### src/rtl/fetch_pkg.sv
// Shared types for the instruction-fetch front end: FSM state, FIFO entry layout,
// fetch stride and a saturating counter helper used by the optional perf counters.
package fetch_pkg;

    localparam int FETCH_PC_W  = 9;
    localparam int FETCH_INS_W = 32;
    localparam int PC_STEP     = 4;

    typedef enum logic [1:0] {
        S_BOOT,
        S_RUN,
        S_DRAIN
    } fetch_state_e;

    typedef struct packed {
        logic [FETCH_PC_W-1:0]  pc;
        logic [FETCH_INS_W-1:0] instr;
    } fetch_entry_t;

    function automatic logic [31:0] sat_inc(input logic [31:0] value, input logic en);
        return (en && (value != '1)) ? value + 32'd1 : value;
    endfunction

endpackage

### src/rtl/fetch_fifo.sv
// Synchronous FIFO of {pc, instr} entries with a flush that empties it in one cycle.
// The head entry is presented combinationally on dout.
import fetch_pkg::*;

module fetch_fifo #(
    parameter int DEPTH = 4
) (
    input  logic                       clk,
    input  logic                       reset,
    input  logic                       push,
    input  logic                       pop,
    input  logic                       flush,
    input  fetch_entry_t               din,
    output fetch_entry_t               dout,
    output logic                       empty,
    output logic                       full,
    output logic [$clog2(DEPTH):0]     count
);

    localparam int AW = $clog2(DEPTH);
    localparam int CW = AW + 1;

    fetch_entry_t    storage [DEPTH];
    logic [AW-1:0]   wr_ptr;
    logic [AW-1:0]   rd_ptr;
    logic            do_push;
    logic            do_pop;

    assign empty   = (count == '0);
    assign full    = (count == CW'(DEPTH));
    assign do_push = push && !flush;
    assign do_pop  = pop && !empty && !flush;
    assign dout    = storage[rd_ptr];

    // NOTE: storage is deliberately not reset; pointers and count alone decide which slots are live.
    always_ff @(posedge clk) begin
        if (do_push) begin
            storage[wr_ptr] <= din;
        end
    end

    always_ff @(posedge clk or posedge reset) begin
        if (reset) begin
            wr_ptr <= '0;
            rd_ptr <= '0;
            count  <= '0;
        end else if (flush) begin
            wr_ptr <= '0;
            rd_ptr <= '0;
            count  <= '0;
        end else begin
            if (do_push) begin
                wr_ptr <= wr_ptr + AW'(1);
            end
            if (do_pop) begin
                rd_ptr <= rd_ptr + AW'(1);
            end
            case ({do_push, do_pop})
                2'b10:   count <= count + CW'(1);
                2'b01:   count <= count - CW'(1);
                default: count <= count;
            endcase
        end
    end

    // Upstream credit gating must make an overflowing push impossible.
    a_no_overflow: assert property (@(posedge clk) disable iff (reset) !(push && full && !pop));

endmodule

### src/rtl/fetch_prefetch_unit.sv
// Instruction prefetch front end: issues in-order PC+4 fetches to a variable-latency
// memory and buffers returned words for the IF/ID register. Optional FETCH_PERF_CNT_EN adds perf counters.
import fetch_pkg::*;

module fetch_prefetch_unit #(
    parameter int                  PC_W     = FETCH_PC_W,
    parameter int                  INS_W    = FETCH_INS_W,
    parameter int                  DEPTH    = 4,
    parameter logic [PC_W-1:0]     RESET_PC = '0
) (
    input  logic                   clk,
    input  logic                   reset,
    output logic                   mem_req,
    output logic [PC_W-1:0]        mem_addr,
    input  logic                   mem_gnt,
    input  logic                   mem_rvalid,
    input  logic [INS_W-1:0]       mem_rdata,
    input  logic                   stall,
    input  logic                   redirect,
    input  logic [PC_W-1:0]        redirect_pc,
    output logic                   out_valid,
    output logic [PC_W-1:0]        out_pc,
    output logic [INS_W-1:0]       out_instr
`ifdef FETCH_PERF_CNT_EN
    ,
    output logic [31:0]            perf_redirects,
    output logic [31:0]            perf_empty_cycles,
    output logic [31:0]            perf_discards
`endif
);

    localparam int CW = $clog2(DEPTH) + 1;

    fetch_state_e     state;
    logic [PC_W-1:0]  fetch_pc;
    logic [PC_W-1:0]  resp_pc;
    logic [CW-1:0]    in_flight;
    logic [CW-1:0]    discard;
    logic [CW-1:0]    fifo_count;
    logic [CW:0]      credit_used;
    logic [CW-1:0]    flight_after_rsp;
    logic             fifo_empty;
    logic             fifo_full;
    logic             issue;
    logic             push;
    logic             pop;
    logic             drop;
    fetch_entry_t     push_entry;
    fetch_entry_t     head_entry;

    // Each FIFO slot is reserved at issue time, so outstanding requests count against capacity.
    assign credit_used      = {1'b0, fifo_count} + {1'b0, in_flight};
    assign mem_req          = (state == S_RUN) && !redirect && (credit_used < (CW+1)'(DEPTH));
    assign mem_addr         = fetch_pc;
    assign issue            = mem_req && mem_gnt;
    assign flight_after_rsp = in_flight - CW'(mem_rvalid);

    assign push             = mem_rvalid && !redirect && (discard == '0);
    assign drop             = mem_rvalid && (redirect || (discard != '0));
    assign pop              = !fifo_empty && !stall && !redirect;
    assign push_entry.pc    = resp_pc;
    assign push_entry.instr = mem_rdata;

    assign out_valid        = !fifo_empty;
    assign out_pc           = out_valid ? head_entry.pc    : '0;
    assign out_instr        = out_valid ? head_entry.instr : '0;

    fetch_fifo #(
        .DEPTH (DEPTH)
    ) u_fifo (
        .clk   (clk),
        .reset (reset),
        .push  (push),
        .pop   (pop),
        .flush (redirect),
        .din   (push_entry),
        .dout  (head_entry),
        .empty (fifo_empty),
        .full  (fifo_full),
        .count (fifo_count)
    );

    // NOTE: every register below uses non-blocking assignment so all updates see pre-edge values.
    always_ff @(posedge clk or posedge reset) begin
        if (reset) begin
            state     <= S_BOOT;
            fetch_pc  <= RESET_PC;
            resp_pc   <= RESET_PC;
            in_flight <= '0;
            discard   <= '0;
        end else if (redirect) begin
            // Everything still in flight belongs to the old path and must be thrown away.
            fetch_pc  <= redirect_pc;
            resp_pc   <= redirect_pc;
            in_flight <= flight_after_rsp;
            discard   <= flight_after_rsp;
            state     <= (flight_after_rsp != '0) ? S_DRAIN : S_RUN;
        end else begin
            in_flight <= flight_after_rsp + CW'(issue);
            if (issue) begin
                fetch_pc <= fetch_pc + PC_W'(PC_STEP);
            end
            if (mem_rvalid) begin
                if (discard != '0) begin
                    discard <= discard - CW'(1);
                end else begin
                    resp_pc <= resp_pc + PC_W'(PC_STEP);
                end
            end
            case (state)
                S_BOOT:  state <= S_RUN;
                S_DRAIN: begin
                    if ((discard == '0) || (mem_rvalid && (discard == CW'(1)))) begin
                        state <= S_RUN;
                    end
                end
                default: state <= state;
            endcase
        end
    end

`ifdef FETCH_PERF_CNT_EN
    always_ff @(posedge clk or posedge reset) begin
        if (reset) begin
            perf_redirects    <= '0;
            perf_empty_cycles <= '0;
            perf_discards     <= '0;
        end else begin
            perf_redirects    <= sat_inc(perf_redirects, redirect);
            perf_empty_cycles <= sat_inc(perf_empty_cycles, !out_valid && (state != S_BOOT));
            perf_discards     <= sat_inc(perf_discards, drop);
        end
    end
`else
    logic unused_drop;
    assign unused_drop = drop;
`endif

    a_rvalid_has_request: assert property (@(posedge clk) disable iff (reset)
        mem_rvalid |-> (in_flight != '0));

    a_fifo_full_no_credit: assert property (@(posedge clk) disable iff (reset)
        fifo_full |-> !mem_req);

endmodule

### config.mk
export PLATFORM = sky130hd
export DESIGN_NAME = fetch_prefetch_unit
export DESIGN_NICKNAME = d
export VERILOG_FILES = /design/src/rtl/fetch_pkg.sv /design/src/rtl/fetch_fifo.sv /design/src/rtl/fetch_prefetch_unit.sv
export SDC_FILE = /design/constraint.sdc
export NUM_CORES = 1
export LEC_CHECK = 0
export CORE_MARGIN = 2
export CORE_UTILIZATION = 56
export CTS_CLUSTER_DIAMETER = 40
export DETAILED_ROUTE_END_ITERATION = 8
export PLACE_DENSITY = 0.79
export SLEW_MARGIN = 20
export SYNTH_ARGS = -nofsm -noshare
export SYNTH_HDL_FRONTEND = slang
export SYNTH_HIERARCHICAL = 1
export SYNTH_SLANG_ARGS = --single-unit
export TNS_END_PERCENT = 5
### constraint.sdc
create_clock -name clk -period 3.4 [get_ports clk]
set_clock_uncertainty 0.15 [all_clocks]
set_input_delay 0.51 -clock clk [delete_from_list [all_inputs] [get_ports clk]]
set_output_delay 0.51 -clock clk [all_outputs]
set_load 0.1 [all_outputs]
# ---- Word level (Yosys, flattened, before mapping)
# Memory sizes are Yosys's and may differ from the RTL's.
# Cells that the tools add are included.
# Widths: inputs -> output; s select.
dict set report totals {
  ff_bits 33
  ramBits 164
  inputBits 47
  output_inout_bits 52
  elab_cells 80
  mem_count 1
}
# memory words width read_ports rd_ports_with_merged_regs wr line
set mem_list {}
lappend mem_list {u_fifo.storage 4 41 1 0 1 fetch_fifo.sv:23} ;# fetch_entry_t storage [DEPTH];
dict set report op_classes {
  add_sub_neg 10
  magnitude_cmp 1
  eq_ne 7
  n_mux 23
  reduce_logical 30
}
# cell count
set op_table {}
lappend op_table {{$mux 9} 6}
lappend op_table {{$mux 32} 1}
lappend op_table {{$add 9x3->9 const B} 2}
lappend op_table {{$mux 3} 5}
lappend op_table {{$mux 2} 7}
lappend op_table {{$reduce_bool 3->1} 4}
lappend op_table {{$logic_and 1x1->1} 11}
lappend op_table {{$reduce_bool 2->1} 5}
lappend op_table {{$logic_not 3->1} 2}
lappend op_table {{$pmux 3 s2} 1}
lappend op_table {{$reduce_and 2->1} 3}
lappend op_table {{$sub 3x1->3 const B} 2}
lappend op_table {{$add 2x1->2 const B} 2}
lappend op_table {{$add 3x3->4} 1}
lappend op_table {{$eq 2x1->1 const B} 2}
lappend op_table {{$eq 2x2->1 const B} 2}
lappend op_table {{$lt 4x3->1 const B} 1}
lappend op_table {{$pmux 2 s2} 1}
lappend op_table {{$add 3x1->3} 1}
lappend op_table {{$add 3x1->3 const B} 1}
lappend op_table {{$eq 3x1->1 const B} 1}
lappend op_table {{$logic_not 1->1} 3}
lappend op_table {{$ne 3x3->1 const B} 1}
lappend op_table {{$sub 3x1->3} 1}
lappend op_table {{other kinds (4)} 5}

# ---- Longest topological paths before layout
dict set report depth {
  ltp_word 9
  ltp_mapped 10
  depth_no_buf 9
}

# ---- Modules after synthesis
# Netlist, hierarchy kept.
# mod instances cells_each area_per_inst_um2 seq_area_each_um2
set modules_own_cells {}
lappend modules_own_cells {fetch_fifo 1 266 6486.2 5099.9}
lappend modules_own_cells {fetch_prefetch_unit 1 197 1734.2 650.6}

# ---- Least setup slack after synthesis
# OpenSTA, ideal clock, no wires.
dict set report synth_timing {
  path_type {reg2reg}
  from {register u_fifo.count[1]}
  to {register u_fifo.count[1]}
  setup_time_ns 0.136
  arrival_time_ns 2.736
  slack_ns 0.377
  path_stages_with_launch 9
  path_buffers 1
  period_less_slack_ns 3.023
  path_cell_list {dfrtp_1 -> nor3_1 -> clkbuf_1 -> nor3_1 -> o31ai_4 -> nor3_1 -> fa_1 -> a221oi_1 -> a31oi_1}
}
dict set report synth_between {
  elab_chain_cells 9
  elab_cells_between_ends 13
}
# item line
set synth_lines {}
lappend synth_lines {{from (decl)} fetch_fifo.sv:17} ;# output logic [$clog2(DEPTH):0] count
lappend synth_lines {{from (signal assigned)} fetch_fifo.sv:59} ;# 2'b10: count <= count + CW'(1);
lappend synth_lines {{from (signal assigned)} fetch_fifo.sv:60} ;# 2'b01: count <= count - CW'(1);
lappend synth_lines {{from (signal assigned)} fetch_fifo.sv:61} ;# default: count <= count;
lappend synth_lines {{$logic_not 3->1 *} fetch_fifo.sv:29} ;# assign empty = (count == '0);
lappend synth_lines {{via fifo_empty} fetch_prefetch_unit.sv:42} ;# logic fifo_empty;
lappend synth_lines {{$logic_not 1->1 *} fetch_prefetch_unit.sv:60} ;# assign pop = !fifo_empty && !stall && !redirect;
lappend synth_lines {{$logic_and 1x1->1 * (2 in a row)} fetch_prefetch_unit.sv:60}
lappend synth_lines {{via pop} fetch_prefetch_unit.sv:46} ;# logic pop;
lappend synth_lines {{$logic_and 1x1->1 * (2 in a row)} fetch_fifo.sv:32} ;# assign do_pop = pop && !empty && !flush;
lappend synth_lines {{$eq 2x1->1 / $eq 2x2->1 (equally long branches)} fetch_fifo.sv:58} ;# case ({do_push, do_pop})
lappend synth_lines {{$pmux 3 s2} fetch_fifo.sv:58}
lappend synth_lines {{$mux 3} fetch_fifo.sv:47} ;# end else if (flush) begin
# Mark *: on every way through the listed nets, which the timed path passes. The rest lies on a longest branch.
# A chain may end at the register's enable or synchronous reset.

==> run summary <==
DRC Markers = 0
Final ANT Viol Nets = 0
Pin count of the biggest net entering global routing = 45
Mean number of vias per cell = 5.70
Ys Warns = 6
LEAKAGE = 3.49 nW
Max Transition Viols Final = 0
PwrDens = 599 nW/um2
Fin. Hold Viols = 0
# hold bufs at CTS = 0
Clock buffer depth = 2
Crit path DAT = 2.19 ns
GP Congestion = 0.803
Initial antenna violation count = 0
Layer with the highest usage = met2
Skew-Pair Late Insertion Delay = 0.42 ns
CTS sink count = 197
RR Startpoint = discard[0]
Maximum fanout along the worst path = 43
Setup Viol. Count Final = 0
Status = finished, final reports clean
Syn nets = 525
Num CTS Buffers = 17
Gate Count Post-Synth = 462
Hold Path Class = in -> async
Die height = 125 um
Critical path class = reg -> out
Core Region = 14400 um2
Worst-Margin Slew = 0.969 ns
Area post-placement = 9310 um2
Starting Density = 56.9%
Synthesis-to-layout area growth = 20.2%
# IOs = 99
CTS H-tree depth = 4
Final nets = 631
Met3 Usage GRT = 5.22%
Required time worst endpoint = 2.74 ns
Area of the mapped netlist = 8210 um2
Max Cap Violations = 0
Final Cycle Share = 83.8%
Worst relative slew slack = 35.2%
Row Count = 44
Vias = 4356
Global-route usage over all layers = 21.0%
Share of cells above drive strength 1 = 24.7%
Critical path capture point type = output pin
Met1 GRT Util = 27.9%
Worst vdd ir = 0.426 mV
Vias in the first global route = 4657
Detailed Route WL = 15500 um
I/O Buffers = 98
Routed WL per cell = 20.3 um
GRT overflow = 0
Ant diodes = 0
Final instance area = 9870 um2
Die X = 125 um
TritonRoute pass-1 iters = 4
DP HPWL = 9210 um
Post-CTS Repair Setup Buffers = 0
Max Fclk = 351 MHz
CP startpoint = u_fifo/rd_ptr[0]
Syn Area/Cell = 17.8 um2
Min Clock Period, post-route = 2.85 ns
Global-route wire length before repair = 25300 um
Die footprint = 15700 um2
CTS tree = done
Clock-pin slew on the worst setup and hold paths = 0.07 ns
RSZ-0062 raised after global routing = false
Post-CTS Resized = 0
Setup TNS = 0 ns
Critical Path Start Type = flop
CTS root buffer = clkbuf_16
Grt met2 use = 35.9%
Iter 0 DRT Violations = 411
registers in the layout (all words and copies together) (netlist names):
signal,count
u_fifo/wr_ptr,2
in_flight,3
u_fifo/storage,164
u_fifo/rd_ptr,2
state,2
u_fifo/count,3
resp_pc,9
mem_addr,9
discard,3
area by class of cell:
type	count	area, um2
repair buffers	108	1020
clock buffers	17	425
well taps	184	230
multi-input cells	222	2230
flip-flops and latches	197	5750
clock inverters	14	136
inverters	22	82.6
fillers	974	4550
final timing paths:
kind | end | slack (ns) | depth (start not counted)
setup / recovery | out_pc[1] | 0.55 | 4
hold / removal | u_fifo/count[0] | 0.22 | 2
setup reg to reg | u_fifo/count[2] | 0.71 | 9
hold reg to reg | mem_addr[1] | 0.39 | 2
max in group asynchronous | resp_pc[1] | 2.38 | 2
min in group clk | mem_addr[1] | 0.39 | 2
worst max-delay path, stage by stage, from the launching register on:
cell,delay [ns]
dfrtp_2,0.37
buf_12,0.30
mux4_1,0.66
nor2b_1,0.16
buf_4,0.25
power breakdown:
part / total [mW] / internal, mW / switching, mW
sequential: 2.83 / 2.73 / 0.0958
combinational: 1.17 / 0.341 / 0.830
clock: 1.91 / 1.07 / 0.839
total: 5.91 / 4.15 / 1.76
placed cells by master, fill, tap and decap left out, types with 2 or more instances in the layout:
cell               n
buf_12             7
dfrtp_1           31
xnor2_1            8
clkinv_4           4
clkinv_2           5
nor3_1             5
dfrtp_2            2
nand3b_1           2
or3_1              2
a21oi_1            7
clkdlybuf4s50_1   47
mux2i_1            5
nor2_1            11
nor2b_1           43
nand3_1            8
buf_4             54
ha_1              15
clkbuf_16         17
edfxtp_1         164
mux4_1             3
bufinv_16          2
nand2_1           16
mux4_2            38
clkinv_1           2
o31a_1             2
and2_2             4
xor2_1             6
and3_1             2
inv_1             21
a221o_1            3
o21ai_0           17
stage by stage:
stage          std cells  hold slack (ns)  util, %  setup WS (ns)  total power [mW]
2_1_floorplan        462            0.163        -          0.399              3.73
3_3_place_gp         733            0.352     64.6          0.437              4.01
3_5_place_dp         733            0.366     64.6          0.362              4.05
4_1_cts              764            0.188     68.5          0.507              5.96
5_1_grt              764            0.227     68.5          0.448              6.13
6_report             764            0.219     68.5          0.552              5.91
layer usage:
metal  part of all wire (%)  vias up
li1                       -     1986
met1                     42     2229
met2                     52      131
met3                    4.9       10
met4                   0.76        0
met5                      0        -
(Power assumes the default switching activity.)
